[src/rtl/qev_pseudo_packet_gen.sv]
// qev_pseudo_packet_gen
// Generates pseudo event packets for bring-up of the USB readout path without
// a fiber link. Words are presented with first-word-fall-through semantics so
// the USB slave-FIFO engine can pull them as if from a packet FIFO.
// Packet: HEADER, event[31:16], event[15:0], length, payload..., checksum, TRAILER.

module qev_pseudo_packet_gen #(
  parameter int          PAYLOAD_WORDS = 64,
  parameter int          GAP_CYCLES    = 16,
  parameter logic [15:0] HEADER_WORD   = 16'h00BE,
  parameter logic [15:0] TRAILER_WORD  = 16'h00EF
) (
  input  logic        clk,
  input  logic        rst_n,
  input  logic        enable,
  input  logic        continuous,
  input  logic        trig,
  input  logic        qev_tx_rd_en,
  output logic [15:0] qev_tx_data,
  output logic        qev_tx_empty,
  output logic [31:0] event_number,
  output logic        busy
);

  typedef enum logic [3:0] {
    IDLE,
    GAP,
    HDR,
    EVH,
    EVL,
    LEN,
    PAY,
    CSUM,
    TRL
  } state_t;

  // Payload index of the last payload word and the packet length word.
  localparam logic [15:0] LAST_IDX = 16'(PAYLOAD_WORDS - 1);
  localparam logic [15:0] LEN_WORD = 16'(PAYLOAD_WORDS);

  // The gap counter counts down to zero, so it is loaded with one less than
  // the number of empty cycles wanted between trailer and next header.
  localparam logic [31:0] GAP_LOAD = (GAP_CYCLES > 0) ? 32'(GAP_CYCLES - 1) : 32'd0;
  localparam bit          HAS_GAP  = (GAP_CYCLES > 0);

  state_t      state;
  logic [15:0] csum;
  logic [15:0] pay_idx;
  logic [31:0] gap_cnt;
  logic        pending;

  logic        accept;
  logic        start_pkt;
  logic [15:0] csum_sum;
  logic        trl_done;
  logic        restart_now;

  // Handshake decode and the single point where a new packet is launched.
  always_comb begin
    accept      = qev_tx_rd_en & ~qev_tx_empty;
    csum_sum    = csum + qev_tx_data;
    trl_done    = (state == TRL) && accept;
    restart_now = trl_done && continuous && enable && !HAS_GAP;
    start_pkt   = 1'b0;
    case (state)
      IDLE:    start_pkt = enable && (continuous || trig || pending);
      GAP:     start_pkt = enable && (gap_cnt == 32'd0);
      TRL:     start_pkt = restart_now;
      default: start_pkt = 1'b0;
    endcase
  end

  // One-deep trigger memory: a trig arriving while a packet is in flight
  // schedules exactly one follow-up packet; extra trigs are dropped.
  always_ff @(posedge clk or negedge rst_n) begin
    if (!rst_n) begin
      pending <= 1'b0;
    end else if (start_pkt) begin
      pending <= 1'b0;
    end else if (trig && enable && (state != IDLE)) begin
      pending <= 1'b1;
    end
  end

  // Packet sequencer with registered FWFT outputs; every emitting state
  // moves on only when its word is accepted by the consumer.
  always_ff @(posedge clk or negedge rst_n) begin
    if (!rst_n) begin
      state        <= IDLE;
      qev_tx_data  <= 16'h0000;
      qev_tx_empty <= 1'b1;
      event_number <= 32'h0000_0000;
      busy         <= 1'b0;
      csum         <= 16'h0000;
      pay_idx      <= 16'h0000;
      gap_cnt      <= 32'h0000_0000;
    end else begin
      if (trl_done) begin
        event_number <= event_number + 32'd1;
      end

      if (start_pkt) begin
        state        <= HDR;
        qev_tx_data  <= HEADER_WORD;
        qev_tx_empty <= 1'b0;
        busy         <= 1'b1;
        csum         <= 16'h0000;
      end else begin
        case (state)
          IDLE: begin
            qev_tx_empty <= 1'b1;
            busy         <= 1'b0;
          end

          GAP: begin
            if (!enable) begin
              state <= IDLE;
              busy  <= 1'b0;
            end else begin
              gap_cnt <= gap_cnt - 32'd1;
            end
          end

          HDR: begin
            if (accept) begin
              state       <= EVH;
              qev_tx_data <= event_number[31:16];
              csum        <= csum_sum;
            end
          end

          EVH: begin
            if (accept) begin
              state       <= EVL;
              qev_tx_data <= event_number[15:0];
              csum        <= csum_sum;
            end
          end

          EVL: begin
            if (accept) begin
              state       <= LEN;
              qev_tx_data <= LEN_WORD;
              csum        <= csum_sum;
            end
          end

          LEN: begin
            if (accept) begin
              state       <= PAY;
              qev_tx_data <= event_number[15:0];
              pay_idx     <= 16'h0000;
              csum        <= csum_sum;
            end
          end

          PAY: begin
            if (accept) begin
              csum <= csum_sum;
              if (pay_idx == LAST_IDX) begin
                state       <= CSUM;
                qev_tx_data <= csum_sum;
              end else begin
                pay_idx     <= pay_idx + 16'd1;
                qev_tx_data <= qev_tx_data + 16'd1;
              end
            end
          end

          CSUM: begin
            if (accept) begin
              state       <= TRL;
              qev_tx_data <= TRAILER_WORD;
            end
          end

          TRL: begin
            if (accept) begin
              qev_tx_empty <= 1'b1;
              if (continuous && enable) begin
                state   <= GAP;
                gap_cnt <= GAP_LOAD;
              end else begin
                state <= IDLE;
                busy  <= 1'b0;
              end
            end
          end

          default: begin
            state        <= IDLE;
            qev_tx_empty <= 1'b1;
            busy         <= 1'b0;
          end
        endcase
      end
    end
  end

endmodule

[config.mk]
export PLATFORM = sky130hd
export DESIGN_NAME = qev_pseudo_packet_gen
export DESIGN_NICKNAME = d
export VERILOG_FILES = /design/src/rtl/qev_pseudo_packet_gen.sv
export SDC_FILE = /design/constraint.sdc
export NUM_CORES = 1
export LEC_CHECK = 0
export CORE_MARGIN = 2
export CORE_UTILIZATION = 35
export CTS_BUF_LIST = sky130_fd_sc_hd__clkbuf_2
export DETAILED_ROUTE_END_ITERATION = 8
export GPL_TIMING_DRIVEN = 0
export HOLD_SLACK_MARGIN = 0.02
export SYNTH_ARGS = -nofsm -noshare
export SYNTH_HDL_FRONTEND = slang
export SYNTH_SLANG_ARGS = --single-unit
[constraint.sdc]
create_clock -name clk -period 3.2 [get_ports clk]
set_input_delay 0.48 -clock clk [delete_from_list [all_inputs] [get_ports clk]]
set_output_delay 0.48 -clock clk [all_outputs]
set_load 0.02 [all_outputs]
# Yosys cells after proc, flatten, opt, wreduce, memory -nomap -nowiden
# Cells that the tools add are included.
[word_totals] ff_bits=119 inputBits=6 wordCells=116
[op_classes] n_addsub=5 n_eq_ne=29 n_mux=42 bitwise_logic=3 reduce_logical=28
[ops] cell="$mux 16" n=13
[ops] cell="$mux 32" n=3
[ops] cell="$pmux 16 s5" n=1
[ops] cell="$pmux 32 s2" n=1
[ops] cell="$mux 4" n=10
[ops] cell="$pmux 4 s9" n=1
[ops] cell="$add 16x1->16 const B" n=2
[ops] cell="$add 32x1->32 const B" n=1
[ops] cell="$logic_not 32->1" n=1
[ops] cell="$pmux 16 s2" n=1
[ops] cell="$sub 32x1->32 const B" n=1
[ops] cell="$ne 3x3->1 const B" n=10
[ops] cell="$add 16x16->16" n=1
[ops] cell="$eq 16x6->1 const B" n=1
[ops] cell="$eq 4x3->1 const B" n=4
[ops] cell="$ne 2x2->1 const B" n=6
[ops] cell="$reduce_and 10->1" n=1
[ops] cell="$reduce_and 5->1" n=2
[ops] cell="$reduce_bool 2->1" n=5
[ops] cell="$mux 1" n=9
[ops] cell="$eq 4x2->1 const B" n=2
[ops] cell="$reduce_or 7->1" n=1
[ops] cell="$logic_and 1x1->1" n=6
[ops] cell="$ne 2x1->1 const B" n=3
[ops] cell="17 further kinds" n=21

# Depth between registers and ports, before layout
[logic_depth] depth_word=6 mapped_depth=10

# Least setup slack after synthesis
# No wires, ideal clock.
[synth_path] path_kind="reg-to-reg" start="register qev_tx_data[0]" end="register qev_tx_data[12]" arrival_ns=2.536 required_time_ns=3.080 slack_ns=0.544 stages_incl_launch_ff=11 path_cell_list="dfrtp_1 ha_1 inv_1 fa_1 nor2b_1 o31a_1 o41a_1 o41ai_1 o21bai_1 xor2_1 a31o_2"
[synth_between] elab_chain_len=5 word_cells_on_any_way=6 cone_classes="2 x add/sub; 4 x mux"
[synth_rtl] element="start, declared" line="19" rtl="output logic [15:0] qev_tx_data,"
[synth_rtl] element="start signal, assigned" line="127" rtl="qev_tx_data <= event_number[31:16];"
[synth_rtl] element="start signal, assigned" line="135" rtl="qev_tx_data <= event_number[15:0];"
[synth_rtl] element="start signal, assigned" line="151" rtl="qev_tx_data <= event_number[15:0];"
[synth_rtl] element="$add 16x1->16 or $add 16x16->16 (tied branches)" line="165, 61"
[synth_rtl] element="$mux 16 (*)" line="160" rtl="if (pay_idx == LAST_IDX) begin"
[synth_rtl] element="$mux 16 (*)" line="158" rtl="if (accept) begin"
[synth_rtl] element="$pmux 16 s5 (*)" line="109" rtl="case (state)"
[synth_rtl] element="$mux 16 (*)" line="102" rtl="if (start_pkt) begin"
# Every way passes the cells marked *; elsewhere a longest branch is shown, timed or not. The select of a mux whose other input is x is not followed.
# A chain may end at the register's enable or synchronous reset.

# Worst setup path in the final report
[layout_path] start="register gap_cnt[21]" end="register state[2]"
[layout_between] elab_chain_len=5 word_cells_on_any_way=15 cone_classes="10 x eq/ne; 2 x mux; 3 x reduce/logical"
[layout_rtl] element="start, declared" line="49" rtl="logic [31:0] gap_cnt;"
[layout_rtl] element="start signal, assigned" line="120" rtl="gap_cnt <= gap_cnt - 32'd1;"
[layout_rtl] element="$logic_not 32->1 (*)" line="67" rtl="GAP: start_pkt = enable && (gap_cnt == 32'd0);"
[layout_rtl] element="$logic_and 1x1->1 (*)" line="67"
[layout_rtl] element="$pmux 1 s2 (*)" line="65" rtl="case (state)"
[layout_rtl] element="$ne 3x3->1 (no source line) or $ne 2x2->1 (tied branches)"
[layout_rtl] element="$reduce_and 10->1 (no source line)"
[layout_rtl] element="end signal, assigned" line="89" rtl="state <= IDLE;"
[layout_rtl] element="end signal, assigned" line="103" rtl="state <= HDR;"
[layout_rtl] element="end signal, assigned" line="117" rtl="state <= IDLE;"
[layout_rtl] element="end, declared" line="46" rtl="state_t state;"
# Every way passes the cells marked *; elsewhere a longest branch is shown, timed or not.

==> qor.txt <==
Outcome = completed
Post-synth EDFFs = 0
Period Utilization, post-route = 0.945
Site Rows = 51
Post-Synth Adder-Cell Area = 0.0386
Initial antenna violation count = 1
H-tree lvl count = 4
Die W = 145 um
Primary FF master, synth = dfrtp_1
I/O Pins = 56
Clock skew = 38.3 ps
Initial DRC count = 338
Largest cells by area after synthesis = dfrtp_1 (42%), xnor2_1 (6.6%), nor2_1 (4.9%)
Gpl congestion = 0.853
Mapped Cells = 773
Area Overhead vs Synth = 16.8%
Root buf cell = clkbuf_2
Max Freq = 0.331 GHz
Worst-margin pin slew = 771 ps
Synth top area share = 0.422
Share of cells above drive strength 1 = 0.0732
Final core occ = 0.418
Yosys warns = 0
CP endpoint kind = flop
Later-pin clock latency in the skew report = 730 ps
First-pass GRT wire length = 29700 um
Routed wire per std cell = 16.0 um
Final instance area = 0.00817 sq mm
Clk sink count = 119
DR pass1 iterations = 5
Crit path kind = flop to flop
# DRC = 0
Synth Area in Compound Gates = 0.174
Largest family of logic cells by synthesized area = simple AND/OR/NAND/NOR gates
Most frequent cells in the layout = dfrtp_1 (118), nor2_1 (90), nand2_1 (72), o21ai_0 (65), clkdlybuf4s50_1 (54)
Worst-path clk slew = 210 ps
CP required = 3810 ps
Commonest non-fill, non-tap cell in the layout = dfrtp_1
Total number of vias = 5955
Die Y = 145 um
Final WS setup = 175 ps
Register area share after synthesis = 0.426
Maximum vdd drop = 0.290 mV
HPWL after detailed placement = 13100 um
Pwr Density = 743 mW/mm^2
Max-slew violations = 0
Total Nets Final = 876
Final WL = 18100 um
Flops & latches, synth = 119
Post-synthesis simple-gate area fraction = 0.231
Worst Hold Class = input pin to async pin
Multiplexer share of the synthesized area = 0.00913
Mapped cell area = 0.00699 sq mm
Place WS = -712 ps
Largest net degree at the start of global routing = 93
Max-cap violations = 0
Crit path from = gap_cnt[21]$_DFFE_PN0P_
Post-synth ARST share = 1.00
CP Launch Type = flop
Avg Vias per Cell = 5.28
Net Count, Synth = 800
Starting Density = 0.358
DRT antenna net count = 0
CTS Buffer Depth = 2
Final-report setup violation count = 0
Hold Fails Final Rpt = 0
Placed Area = 0.00790 sq mm
GRT overflow = 0
Critical-path maximum fanout = 7
CTS tree = done
Vias in the first global route = 5621
Total GRT Usage = 0.174
Pleak = 3.44 nW
I/O Buffers = 55
Slew headroom = 0.482
Area leader, netlist = dfrtp_1
Area share of xor/xnor cells in the synthesized design = 0.0989
Worst r2r src = gap_cnt[21]$_DFFE_PN0P_
CTS Buf Count = 17
Period minus WS final = 3030 ps
Critical path data arrival time = 3640 ps
Avg Cell Area, Syn = 9.05 sq um
Full die area = 0.0211 sq mm
Synth cell types = 67
Core Area = 0.0195 sq mm
Setup bufs post-CTS = 0
[through the flow]
stage	instances	setup TNS (ps)	total power, mW	hold slack, ps
final	1127	0	6.07	142
after global routing	1127	-0.0808	6.56	79.7
after CTS	1126	0	6.05	92.0
after detailed placement	1094	-22390	5.14	373
after global placement	1093	-404630	5.12	468
after floorplan	773	0	4.25	184
[path summary, 6_finish.rpt]
kind | slack (ps) | to | depth (start not counted)
max | 170 | state[2]$_DFFE_PN0P_ | 6
min | 140 | gap_cnt[21]$_DFFE_PN0P_ | 2
max reg2reg | 170 | state[2]$_DFFE_PN0P_ | 6
min reg2reg | 500 | gap_cnt[5]$_DFFE_PN0P_ | 1
max in group asynchronous | 2260 | qev_tx_empty$_DFFE_PN1P_ | 3
min in group clk | 500 | gap_cnt[5]$_DFFE_PN0P_ | 1
[critical path, stage by stage, from the launching register on]
cell and delay [ps]:
dfrtp_1 460, or4_1 520, clkbuf_1 200, or4_1 600, o21ai_1 430, o2111ai_1 340, a221o_1 370
[final cells by class]
| cell class | instances | area (sq um) |
|---|---|---|
| Antenna cell | 1 | 2.50 |
| Sequential cell | 119 | 2980 |
| Inverter | 12 | 45.0 |
| Multi-Input combinational cell | 613 | 3910 |
| Tap cell | 265 | 332 |
| Buffer | 29 | 111 |
| Fill cell | 1990 | 11400 |
| Clock inverter | 13 | 110 |
| Timing Repair Buffer | 57 | 589 |
| Clock buffer | 18 | 90.1 |
[flip-flops by register name, indices dropped and copies added (netlist names)]
register,flops
busy,1
csum,16
event_number,32
gap_cnt,32
pay_idx,16
pending,1
qev_tx_data,16
qev_tx_empty,1
state,4
[routing by layer]
| metal | vias up | part of all wire | track usage |
|---|---|---|---|
| li1 | 2958 | - | - |
| met4 | 0 | 0.013 | 0.0539 |
| met5 | - | 0 | 0 |
| met3 | 14 | 0.038 | 0.0320 |
| met1 | 2870 | 0.52 | 0.260 |
| met2 | 113 | 0.43 | 0.255 |
[synth_stat cells (6+ instances only)]
| library cell | number |
|---|---|
| inv_1 | 12 |
| a21oi_1 | 34 |
| and3_1 | 16 |
| xnor2_1 | 53 |
| clkbuf_1 | 27 |
| nand3_1 | 27 |
| or3_1 | 10 |
| or2_2 | 7 |
| or4_1 | 7 |
| ha_1 | 20 |
| a22oi_1 | 7 |
| nand2b_1 | 7 |
| nor2_1 | 91 |
| a21o_1 | 7 |
| o31ai_1 | 6 |
| nor4_1 | 9 |
| and2_1 | 11 |
| xor2_1 | 26 |
| a221oi_1 | 7 |
| nand2_1 | 72 |
| nor3_1 | 19 |
| nor2b_1 | 7 |
| dfrtp_1 | 118 |
| a31oi_1 | 8 |
| a22o_1 | 9 |
| o21ai_0 | 65 |
| nand4_1 | 18 |
[power by group]
group | internal [mW] | switching (mW)
sequential | 1.79 | 0.351
clock | 0.271 | 0.607
combinational | 1.23 | 1.81
[logic make-up after synthesis]
logic type | after synthesis
AND/OR/NAND/NOR | 321
AO/OA/AOI/OAI | 186
flip-flops | 119
XOR/XNOR | 79
buffers and inverters | 41
adder cells (fa/ha/maj) | 21
multiplexers | 6
[repair_timing]
action	4_1_cts	5_1_grt
endpoints found under the hold margin	94	0
hold buffers	1	0
gates resized for setup	1	7
endpoints found under the setup margin	33	37
Note: power is estimated with default switching activity, not from simulation.
